### src/rtl/tx_arbiter.sv
// tx_arbiter: shares one rfd/dav_ serial transmitter among M producers through a one-word buffer.
// Define TXARB_FIXED_PRIO_EN for fixed priority (producer 0 highest); default build is round-robin.
module tx_arbiter #(
  parameter int N = 8,
  parameter int M = 4,
  parameter int W = 2
) (
  input  logic           clock,
  input  logic           reset,
  input  logic [M*N-1:0] data_in,
  input  logic [M-1:0]   dav_,
  output logic [M-1:0]   rfd,
  output logic [N-1:0]   tx_data,
  output logic           tx_dav_,
  input  logic           tx_rfd,
  output logic [W-1:0]   grant_id,
  output logic           busy
);

  typedef enum logic [1:0] {
    IDLE,
    HOLD,
    WAIT_RDY,
    OFFER
  } state_t;

  state_t         state_reg, state_next;
  logic [N-1:0]   buf_reg, buf_next;
  logic [N-1:0]   tx_data_reg, tx_data_next;
  logic [W-1:0]   sel_reg, sel_next;
  logic [W-1:0]   grant_reg, grant_next;
  logic [M-1:0]   rfd_reg, rfd_next;
  logic           tx_dav_reg, tx_dav_next;

  logic [M-1:0]   req;
  logic [N-1:0]   words [M];
  logic [W-1:0]   win_idx;
  logic           win_found;

  assign req = ~dav_;

  genvar gi;
  generate
    for (gi = 0; gi < M; gi++) begin : g_word
      assign words[gi] = data_in[gi*N +: N];
    end
  endgenerate

`ifdef TXARB_FIXED_PRIO_EN
  // Lowest-index requester wins.
  always_comb begin
    win_found = 1'b0;
    win_idx   = '0;
    for (int k = 0; k < M; k++) begin
      if (!win_found && req[W'(k)]) begin
        win_found = 1'b1;
        win_idx   = W'(k);
      end
    end
  end
`else
  logic [W-1:0] last_reg;

  // Scan starts just after the last producer served and wraps at M-1.
  always_comb begin
    win_found = 1'b0;
    win_idx   = '0;
    for (int k = 1; k <= M; k++) begin
      if (!win_found && req[W'((int'(last_reg) + k) % M)]) begin
        win_found = 1'b1;
        win_idx   = W'((int'(last_reg) + k) % M);
      end
    end
  end

  always_ff @(posedge clock) begin
    if (reset) begin
      last_reg <= W'(M - 1);
    end else if (state_reg == OFFER && !tx_rfd) begin
      last_reg <= sel_reg;
    end
  end
`endif

  always_ff @(posedge clock) begin
    if (reset) begin
      state_reg   <= IDLE;
      buf_reg     <= '0;
      tx_data_reg <= '0;
      sel_reg     <= '0;
      grant_reg   <= '0;
      rfd_reg     <= '1;
      tx_dav_reg  <= 1'b1;
    end else begin
      state_reg   <= state_next;
      buf_reg     <= buf_next;
      tx_data_reg <= tx_data_next;
      sel_reg     <= sel_next;
      grant_reg   <= grant_next;
      rfd_reg     <= rfd_next;
      tx_dav_reg  <= tx_dav_next;
    end
  end

  always_comb begin
    state_next   = state_reg;
    buf_next     = buf_reg;
    tx_data_next = tx_data_reg;
    sel_next     = sel_reg;
    grant_next   = grant_reg;
    rfd_next     = rfd_reg;
    tx_dav_next  = tx_dav_reg;
    case (state_reg)
      IDLE: begin
        if (win_found) begin
          buf_next          = words[win_idx];
          sel_next          = win_idx;
          grant_next        = win_idx;
          rfd_next[win_idx] = 1'b0;
          state_next        = HOLD;
        end
      end
      HOLD: begin
        if (dav_[sel_reg]) begin
          state_next = WAIT_RDY;
        end
      end
      WAIT_RDY: begin
        // Only offer to an idle transmitter so a trailing frame cannot look like an accept.
        if (tx_rfd) begin
          tx_data_next = buf_reg;
          tx_dav_next  = 1'b0;
          state_next   = OFFER;
        end
      end
      OFFER: begin
        if (!tx_rfd) begin
          tx_dav_next       = 1'b1;
          rfd_next[sel_reg] = 1'b1;
          state_next        = IDLE;
        end
      end
      default: begin
        state_next = IDLE;
      end
    endcase
  end

  assign rfd      = rfd_reg;
  assign tx_data  = tx_data_reg;
  assign tx_dav_  = tx_dav_reg;
  assign grant_id = grant_reg;
  assign busy     = (state_reg != IDLE);

endmodule

### config.mk
export PLATFORM = sky130hd
export DESIGN_NAME = tx_arbiter
export DESIGN_NICKNAME = d
export VERILOG_FILES = /design/src/rtl/tx_arbiter.sv
export SDC_FILE = /design/constraint.sdc
export NUM_CORES = 1
export LEC_CHECK = 0
export BUFFER_PORTS_ARGS = -buffer_cell sky130_fd_sc_hd__buf_2
export CORE_ASPECT_RATIO = 0.9
export CORE_MARGIN = 2
export CORE_UTILIZATION = 33
export DETAILED_ROUTE_END_ITERATION = 16
export GPL_TIMING_DRIVEN = 0
export PLACE_DENSITY_LB_ADDON = 0.1
export SYNTH_ARGS = -nofsm -noshare
export SYNTH_HDL_FRONTEND = slang
export SYNTH_SLANG_ARGS = --single-unit
export TNS_END_PERCENT = 100
### constraint.sdc
create_clock -name clock -period 5.1 [get_ports clock]
set_clock_uncertainty 0.2 [all_clocks]
set_input_delay 1.53 -clock clock [delete_from_list [all_inputs] [get_ports clock]]
set_output_delay 1.53 -clock clock [all_outputs]
set_load 0.01 [all_outputs]
# --- Word-level counts from Yosys, hierarchy flattened ---
# Cells that the tools add are included.
op_classes:
  eq_ne: 7
  reduce_logical: 19
  addsub: 4
  magnitude_cmp: 9
  bitwise: 5
  n_mux: 40
op_table:
  columns: ["cell", "count"]
  rows:
  - ["1-bit 2-to-1 mux", 17]
  - ["8-bit binary-select mux with 2-bit select", 1]
  - ["2-bit by 4-bit less-than comparator with 1-bit output (second input constant)", 4]
  - ["2-bit 2-to-1 mux", 8]
  - ["8-bit 2-to-1 mux", 2]
  - ["1-bit binary-select mux with 2-bit select", 5]
  - ["4-bit 2-to-1 mux", 2]
  - ["2-bit != test (second input constant)", 4]
  - ["4-bit inverter", 2]
  - ["2-bit case mux with 4 select lines", 1]
  - ["4-bit case mux with 2 select lines", 1]
  - ["1-bit logical AND", 6]
  - ["2-bit by 3-bit less-than comparator with 1-bit output (second input constant)", 2]
  - ["3-bit AND reduction", 2]
  - ["2-bit nonzero test", 3]
  - ["2-bit by 1-bit adder with 2-bit output (second input constant)", 2]
  - ["2-bit adder (second input constant)", 2]
  - ["4-bit AND", 1]
  - ["1-bit demux with 2-bit select", 2]
  - ["2-bit == test (second input constant)", 2]
  - ["2-bit by 1-bit >= comparator with 1-bit output (second input constant)", 2]
  - ["1-bit logical NOT", 4]
  - ["4-bit OR", 1]
  - ["2-bit AND reduction", 2]
  - ["other kinds (6)", 6]
totals:
  reg_bits: 27
  out_inout_bits: 16
  in_bits: 39
  elab_cells: 91

# --- Depth between registers and ports, before layout ---
# Gate-level depths: netlist of run 1.
depth:
  depth_word: 22
  ltp_mapped: 7
  depth_no_buf: 7

# --- Worst setup path before layout of run 1 ---
# OpenSTA, ideal clock, no wires.
synth_timing:
  path_kind: "input to register"
  startpoint: "input port dav_[3]"
  endpoint: "register buf_reg[1]"
  required_time_ps: 4770
  t_arrival_ps: 2609
  path_stages: 6
  setup_slack_ps: 2161
  setup_time_ps: 130
  n_path_buf: 1
  path_cell_list: "or2_1 -> a221oi_2 -> buf_4 -> mux2i_1 -> mux2_4 -> o21ai_2"
synth_between:
  elab_chain_len: 18
  word_cells_on_any_way: 32
  cone_classes: "mux: 23; bitwise: 2; reduce/logical: 7"
synth_lines:
  columns: ["element", "line", "text"]
  rows:
  - ["start: declaration", "11", "input logic [M-1:0] dav_,"]
  - ["4-bit inverter *", "40", "assign req = ~dav_;"]
  - ["1-bit binary-select mux with 2-bit select", "69", "if (!win_found && req[W'((int'(last_reg) + k) % M)]) begin"]
  - ["1-bit 2-to-1 mux (implied by the code) (2 in a row)", "69", null]
  - ["1-bit 2-to-1 mux", "69", null]
  - ["1-bit logical NOT", "69", null]
  - ["1-bit logical AND", "69", null]
  - ["1-bit 2-to-1 mux", "69", null]
  - ["1-bit logical NOT", "69", null]
  - ["1-bit logical AND", "69", null]
  - ["1-bit 2-to-1 mux", "69", null]
  - ["1-bit logical NOT", "69", null]
  - ["1-bit logical AND", "69", null]
  - ["2-bit 2-to-1 mux", "69", null]
  - ["2-bit inverter with 3-bit output (implied by the code)", "116", "buf_next = words[win_idx];"]
  - ["8-bit binary-select mux with 2-bit select", "116", null]
  - ["8-bit 2-to-1 mux (implied by the code) (2 in a row)", "116", null]
  - ["end signal: assignment", "96", "buf_reg <= buf_next;"]
  - ["end: declaration", "28", "logic [N-1:0] buf_reg, buf_next;"]
# Every way passes the cells marked *; elsewhere a longest branch is shown, timed or not. The select of a mux whose other input is x is not followed.
# A chain may end at the register's enable or synchronous reset.

# --- Final worst setup path of run 1 ---
layout_timing:
  startpoint: "register state_reg[0]"
  endpoint: "output port busy"
layout_between:
  elab_chain_len: 1
layout_lines:
  columns: ["element", "line", "text"]
  rows:
  - ["start: declaration", "27", "state_t state_reg, state_next;"]
  - ["start signal: assignment", "95", "state_reg <= state_next;"]
  - ["2-bit nonzero test", "153", "assign busy = (state_reg != IDLE);"]
  - ["end: declaration", "17", "output logic busy"]
# Every way passes these cells.

==> metrics.cfg, run 1 <==
[yosys]
ys_seq_area_share_pct = 35.3
synth_flop_cell = dfxtp_1
synth.area.top_cells = dfxtp_1, mux2i_1, mux2_4, o21ai_2, a21oi_1
yosys.area.top_type = dfxtp_1
syn_area_per_cell_um2 = 9.23
yosys_warnings = 0
synth_cells = 166
async_flop_share_pct = 0
yosysTopAreaCellShare_pct = 35.3
synth.net_count = 209
syn_area_um2 = 1530
synth_cell_types = 34
synth_most_common_cell = dfxtp_1
yosys-top-cells-count = dfxtp_1, mux2i_1, a21oi_1, nand2_1, nor2_1
synth_edf_count = 0
synth_seq_cells = 27

[timing]
slew_violations = 0
post-route-min-period_ns = 2.99
hold_slack_ns = 0.257
setup_viol = 0
period_share_pct = 58.6
relSlewSlack_pct = 63.6
hold_viol_final = 0
tns_ns = 0
layout_setup_ws_ns = 2.11
grt_setup_unrepaired = no
worstMarginPinSlew_ns = 0.546
fmax_mhz = 334

[outcome]
status = complete, no violations

[hold_path]
whs_path_depth = 2
hold_path.class = reg2reg

[drt]
drc = 0
vias = 1308
drt.antenna.violating_nets = 0
drt-total-wl_mm = 3.40
vias_per_cell = 4.59
routedWlPerCell_um = 11.9
drtIter0Drc = 133
first_pass_iters = 4

[place]
io_buffers = 53
placed_area_um2 = 1870
pre_cts_ws_ns = 1.90
place_congestion = 0.739
place.detailed.hpwl_mm = 2.61

[clocking]
post_cts_resized = 0
path_clk_slew_ns = 0.10
cts-hold-fix-buffers = 0
cts_buffers = 3
cts.sinks = 27
htreeDepth = 1
post_cts_buffers = 0
cts-root-buf = clkbuf_8
clock_path_buffers = 2
cts_tree = yes
clk_latency_ns = 0.28

[grt]
grt_max_degree = 17
antenna_found_initial = 0
overflow = 0
grt_pass1_vias = 1116
grt_pass1_wl_mm = 5.36
groute.usage.overall_pct = 13.6

[setup_path]
end_kind = primary output
crit_fanout = 4
timing_worst_setup_path_type = reg2out
ff2ff_setup_slack_ns = 3.22
cp.required_ns = 3.37
startpoint_type = register
critPathArrivalTime_ns = 1.26
r2r.worst_path.cells = 6

[layout]
num-fill-cells = 459
final_area_um2 = 1920
seq_area_um2 = 541
multi_input_area_um2 = 908
nets = 267
drive_gt1_share_pct = 35.4
n_antenna_cell = 0
syn2layout_area_growth_pct = 25.6

[floorplanning]
row_count = 23
core_um2 = 4460
io_pins = 55
die_w_um = 75.8
design.die.area_um2 = 5200
start_util_pct = 34.3
fp.dieH_um = 68.6

[job]
cap_violations = 0

[power]
p_leak_nw = 0.835
peakVddDrop_uv = 118
power_density_nw_per_um2 = 351

routing by layer:
layer  share of wire [%]  track usage (%)  vias up
met3                 4.3             2.33        4
met2                  41             18.3       36
li1                    -                -      708
met1                  53             21.0      560
met4                 1.3             5.26        0
met5                   0                0        -
worst paths after layout:
kind | startpoint | end
max | state_reg[0]$_SDFFE_PP0P_ | busy
min | tx_data[3]$_SDFFE_PP0P_ | tx_data[3]$_SDFFE_PP0P_
max reg2reg | last_reg[0]$_SDFFE_PP1P_ | buf_reg[2]$_SDFFE_PP0P_
min reg2reg | tx_data[3]$_SDFFE_PP0P_ | tx_data[3]$_SDFFE_PP0P_
placed cells by master (no fill, tap or decap), types with 4 or more instances in the layout:
cell       n
o21ai_2    7
inv_1      7
mux2_4     6
nand3_1    9
o21bai_1   4
nand2_1   12
mux2i_1   17
a21oi_1   12
buf_2     53
ha_1       4
nor2_1    11
nand3b_1   8
clkbuf_1   7
dfxtp_1   27
where the power goes:
group | internal [W] | total (W) | switching (W)
combinational | 0.000121 | 0.000264 | 0.000143
clock | 0.0000555 | 0.000127 | 0.0000715
sequential | 0.000253 | 0.000284 | 0.0000315
total | 0.000429 | 0.000675 | 0.000246
worst max-delay path, stage by stage, from the launching register on:
cell	delay, ns
dfxtp_1	0.40
inv_1	0.08
ha_1	0.24
inv_1	0.11
buf_2	0.14
kinds of logic (layout without fill, tap and decap cells):
group / after synthesis / after routing / share of synthesized area [%]
AO/OA/AOI/OAI: 38 / 38 / 17.8
adder cells (fa/ha/maj): 4 / 4 / 3.27
buffers and inverters: 17 / 74 / 5.39
flip-flops: 27 / 27 / 35.3
multiplexers: 26 / 26 / 19.9
AND/OR/NAND/NOR: 54 / 54 / 18.3
per-stage QoR:
| step | utilization (%) | cells | power, W |
|---|---|---|---|
| floorplan | - | 166 | 0.000476 |
| global placement | 42.0 | 281 | 0.000553 |
| detailed placement | 42.0 | 281 | 0.000553 |
| CTS | 43.1 | 285 | 0.000683 |
| global route | 43.1 | 285 | 0.000728 |
| finish | 43.1 | 285 | 0.000675 |
area by class of cell:
| class | instances | area share (%) |
|---|---|---|
| plain buffers | 10 | 2.93 |
| clock buffers | 3 | 2.15 |
| clock inverters | 1 | 0.390 |
| inverters | 7 | 1.37 |
| multi-input cells | 122 | 47.2 |
| flip-flops and latches | 27 | 28.1 |
| well taps | 62 | 4.03 |
| repair buffers | 53 | 13.8 |
Note: power is estimated with default switching activity, not from simulation.
==> run 2: changes to the inputs <==
--- a/config.mk
+++ b/config.mk
@@ -5,6 +5,7 @@
 export SDC_FILE = /design/constraint.sdc
 export NUM_CORES = 1
 export LEC_CHECK = 0
+export ABC_AREA = 1
 export BUFFER_PORTS_ARGS = -buffer_cell sky130_fd_sc_hd__buf_2
 export CORE_ASPECT_RATIO = 0.9
 export CORE_MARGIN = 2
==> constraint.sdc (replaced) <==
create_clock -name clock -period 2.6 [get_ports clock]
set_clock_uncertainty 0.2 [all_clocks]
set_input_delay 0.78 -clock clock [delete_from_list [all_inputs] [get_ports clock]]
set_output_delay 0.78 -clock clock [all_outputs]
set_load 0.01 [all_outputs]
==> metrics.cfg, run 2 <==
[drt]
drt.antenna.violating_nets = 0  ; unchanged
first_pass_iters = 4  ; unchanged
vias = 1904  ; was 1308
vias_per_cell = 4.67  ; was 4.59
drtIter0Drc = 60  ; was 133
drc = 0  ; unchanged
routedWlPerCell_um = 12.1  ; was 11.9 µm
drt-total-wl_mm = 4.94  ; was 3.40 mm

[clocking]
cts_tree = yes  ; unchanged
htreeDepth = 1  ; unchanged
post_cts_resized = 0  ; unchanged
path_clk_slew_ns = 0.10  ; about the same
cts-hold-fix-buffers = 0  ; unchanged
clock_path_buffers = 2  ; unchanged
cts_buffers = 3  ; unchanged
cts.sinks = 27  ; unchanged
clk_latency_ns = 0.28  ; about the same
post_cts_buffers = 0  ; unchanged
cts-root-buf = clkbuf_8  ; unchanged

[job]
cap_violations = 0  ; unchanged

[timing]
slew_violations = 0  ; unchanged
grt_setup_unrepaired = no  ; unchanged
period_share_pct = 89.7
hold_slack_ns = 0.284  ; was 0.257 ns
tns_ns = 0  ; unchanged
setup_viol = 0  ; unchanged
relSlewSlack_pct = 74.6  ; was 63.6%
layout_setup_ws_ns = 0.269  ; was 2.11 ns
worstMarginPinSlew_ns = 0.382  ; was 0.546 ns
fmax_mhz = 429
hold_viol_final = 0  ; unchanged
post-route-min-period_ns = 2.33

[yosys]
synth.area.top_cells = dfxtp_1, nand2_1, nand3_1, nor2_1, nand2_2  ; was dfxtp_1, mux2i_1, mux2_4, o21ai_2, a21oi_1
synth_seq_cells = 27  ; unchanged
synth_edf_count = 0  ; unchanged
synth.net_count = 323  ; was 209
yosysTopAreaCellShare_pct = 28.0  ; was 35.3%
syn_area_per_cell_um2 = 6.90  ; was 9.23 µm²
synth_flop_cell = dfxtp_1  ; unchanged
synth_most_common_cell = nand2_1  ; was dfxtp_1
syn_area_um2 = 1930  ; was 1530 µm²
synth_cell_types = 34  ; unchanged
yosys_warnings = 0  ; unchanged
yosys-top-cells-count = nand2_1, nor2_1, nand3_1, dfxtp_1, inv_1  ; was dfxtp_1, mux2i_1, a21oi_1, nand2_1, nor2_1
synth_cells = 280  ; was 166
async_flop_share_pct = 0  ; unchanged
ys_seq_area_share_pct = 28.0  ; was 35.3%
yosys.area.top_type = dfxtp_1  ; unchanged

[hold_path]
hold_path.class = reg2reg  ; unchanged
whs_path_depth = 2  ; unchanged

[grt]
grt_pass1_vias = 1755  ; was 1116
grt_max_degree = 17  ; unchanged
antenna_found_initial = 0  ; unchanged
groute.usage.overall_pct = 16.0  ; was 13.6%
overflow = 0  ; unchanged
grt_pass1_wl_mm = 8.42  ; was 5.36 mm

[power]
peakVddDrop_uv = 328  ; was 118 µV
p_leak_nw = 1.17  ; was 0.835 nW
power_density_nw_per_um2 = 859  ; was 351 nW/µm²

[setup_path]
path_buf_inv = 3  ; unchanged
cp.required_ns = 1.62  ; was 3.37 ns
path_cells = inv_1, ha_1, inv_1, buf_2  ; unchanged
cp.depth = 4  ; unchanged
path_common_cell = inv_1  ; unchanged
r2r.worst_path.cells = 10  ; was 6
crit_family = buffers and inverters  ; was flip-flops
crit_fanout = 5  ; was 4
timing_worst_setup_path_type = reg2out  ; unchanged
critPathArrivalTime_ns = 1.35  ; was 1.26 ns
crit_path_max_incr_delay_ns = 0.37  ; was 0.40 ns
cp_slowest_cell = dfxtp_1  ; unchanged
end_kind = primary output  ; unchanged
startpoint_type = register  ; unchanged

[floorplanning]
design.die.area_um2 = 6480  ; was 5200 µm²
die_w_um = 84.7  ; was 75.8 µm
fp.dieH_um = 76.6  ; was 68.6 µm
io_pins = 55  ; unchanged
start_util_pct = 34.1  ; was 34.3%
core_um2 = 5660  ; was 4460 µm²
row_count = 26  ; was 23

[place]
place_congestion = 0.729  ; was 0.739
place.detailed.hpwl_mm = 3.96  ; was 2.61 mm
io_buffers = 54  ; was 53
dp_cells = 404  ; was 281
pre_cts_ws_ns = 0.0417  ; was 1.90 ns

[outcome]
status = complete, no violations  ; unchanged

[layout]
syn2layout_area_growth_pct = 21.0  ; was 25.6%
fin_cells = 408  ; was 285
n_antenna_cell = 0  ; unchanged
drive_gt1_share_pct = 33.4  ; was 35.4%
num-fill-cells = 626  ; was 459
layout_commonest_cell = nand2_1  ; was buf_2
nets = 382  ; was 267
final_cell_mix = nand2_1, buf_2, nor2_1  ; was buf_2, dfxtp_1, mux2i_1

[run 2: changes by cell type after synthesis, moves of 18 or more]
| cell | before | now |
|---|---|---|
| inv_1 | 7 | 25 |
| nor2_1 | 11 | 33 |
| nand2_1 | 12 | 64 |
| nand3_1 | 9 | 28 |
[run 2: power by group]
group	switching [W]	internal, W	total (W)
sequential	0.0000923	0.000548	0.000640
combinational	0.000693	0.000424	0.00112
clock	0.000143	0.000109	0.000252
[run 2: logic make-up after synthesis]
| family | synth area share [%] |
|---|---|
| AND/OR/NAND/NOR | 47.1 |
| flip-flops | 28.0 |
| adder cells (fa/ha/maj) | 2.59 |
| buffers and inverters | 9.39 |
| AO/OA/AOI/OAI | 13.0 |
[run 2: final timing paths]
check	from	end	slack, ns
setup reg to reg	last_reg[0]$_SDFFE_PP1P_	buf_reg[7]$_SDFFE_PP0P_	0.51
setup / recovery	state_reg[0]$_SDFFE_PP0P_	busy	0.27
hold / removal	buf_reg[0]$_SDFFE_PP0P_	tx_data[0]$_SDFFE_PP0P_	0.28
hold reg to reg	buf_reg[0]$_SDFFE_PP0P_	tx_data[0]$_SDFFE_PP0P_	0.28
[run 2: per-layer routing]
metal	track usage [%]	part of all wire, %
met2	22.8	42
met3	2.06	4.5
met1	24.0	51
met4	6.19	1.7
met5	0	0
[run 2: final cells by class]
| class | count | area (µm²) | share of cell area, % |
|---|---|---|---|
| flip-flops and latches | 27 | 541 | 23.1 |
| clock buffers | 3 | 41.3 | 1.77 |
| clock inverters | 1 | 7.51 | 0.321 |
| well taps | 70 | 87.6 | 3.75 |
| plain buffers | 6 | 65.1 | 2.78 |
| repair buffers | 54 | 270 | 11.6 |
| inverters | 31 | 116 | 4.98 |
| multi-input cells | 216 | 1210 | 51.7 |
[run 2: per-stage QoR]
step                total power [W]  area (µm²)  utilization [%]
global placement            0.00178        2290             40.5
detailed placement          0.00178        2290             40.5
CTS                         0.00204        2340             41.3
global route                0.00223        2340             41.3
finish                      0.00201        2340             41.3
floorplan                   0.00148        1930                -
[run 2: worst reg2reg max path, delay by kind of cell, from the launching register on]
kind,cells,cell delay (ns)
DFF,1,0.44
AOI/OAI and AO/OA,1,0.14
and+or+nand+nor,7,0.95
buffers and inverters,2,0.28
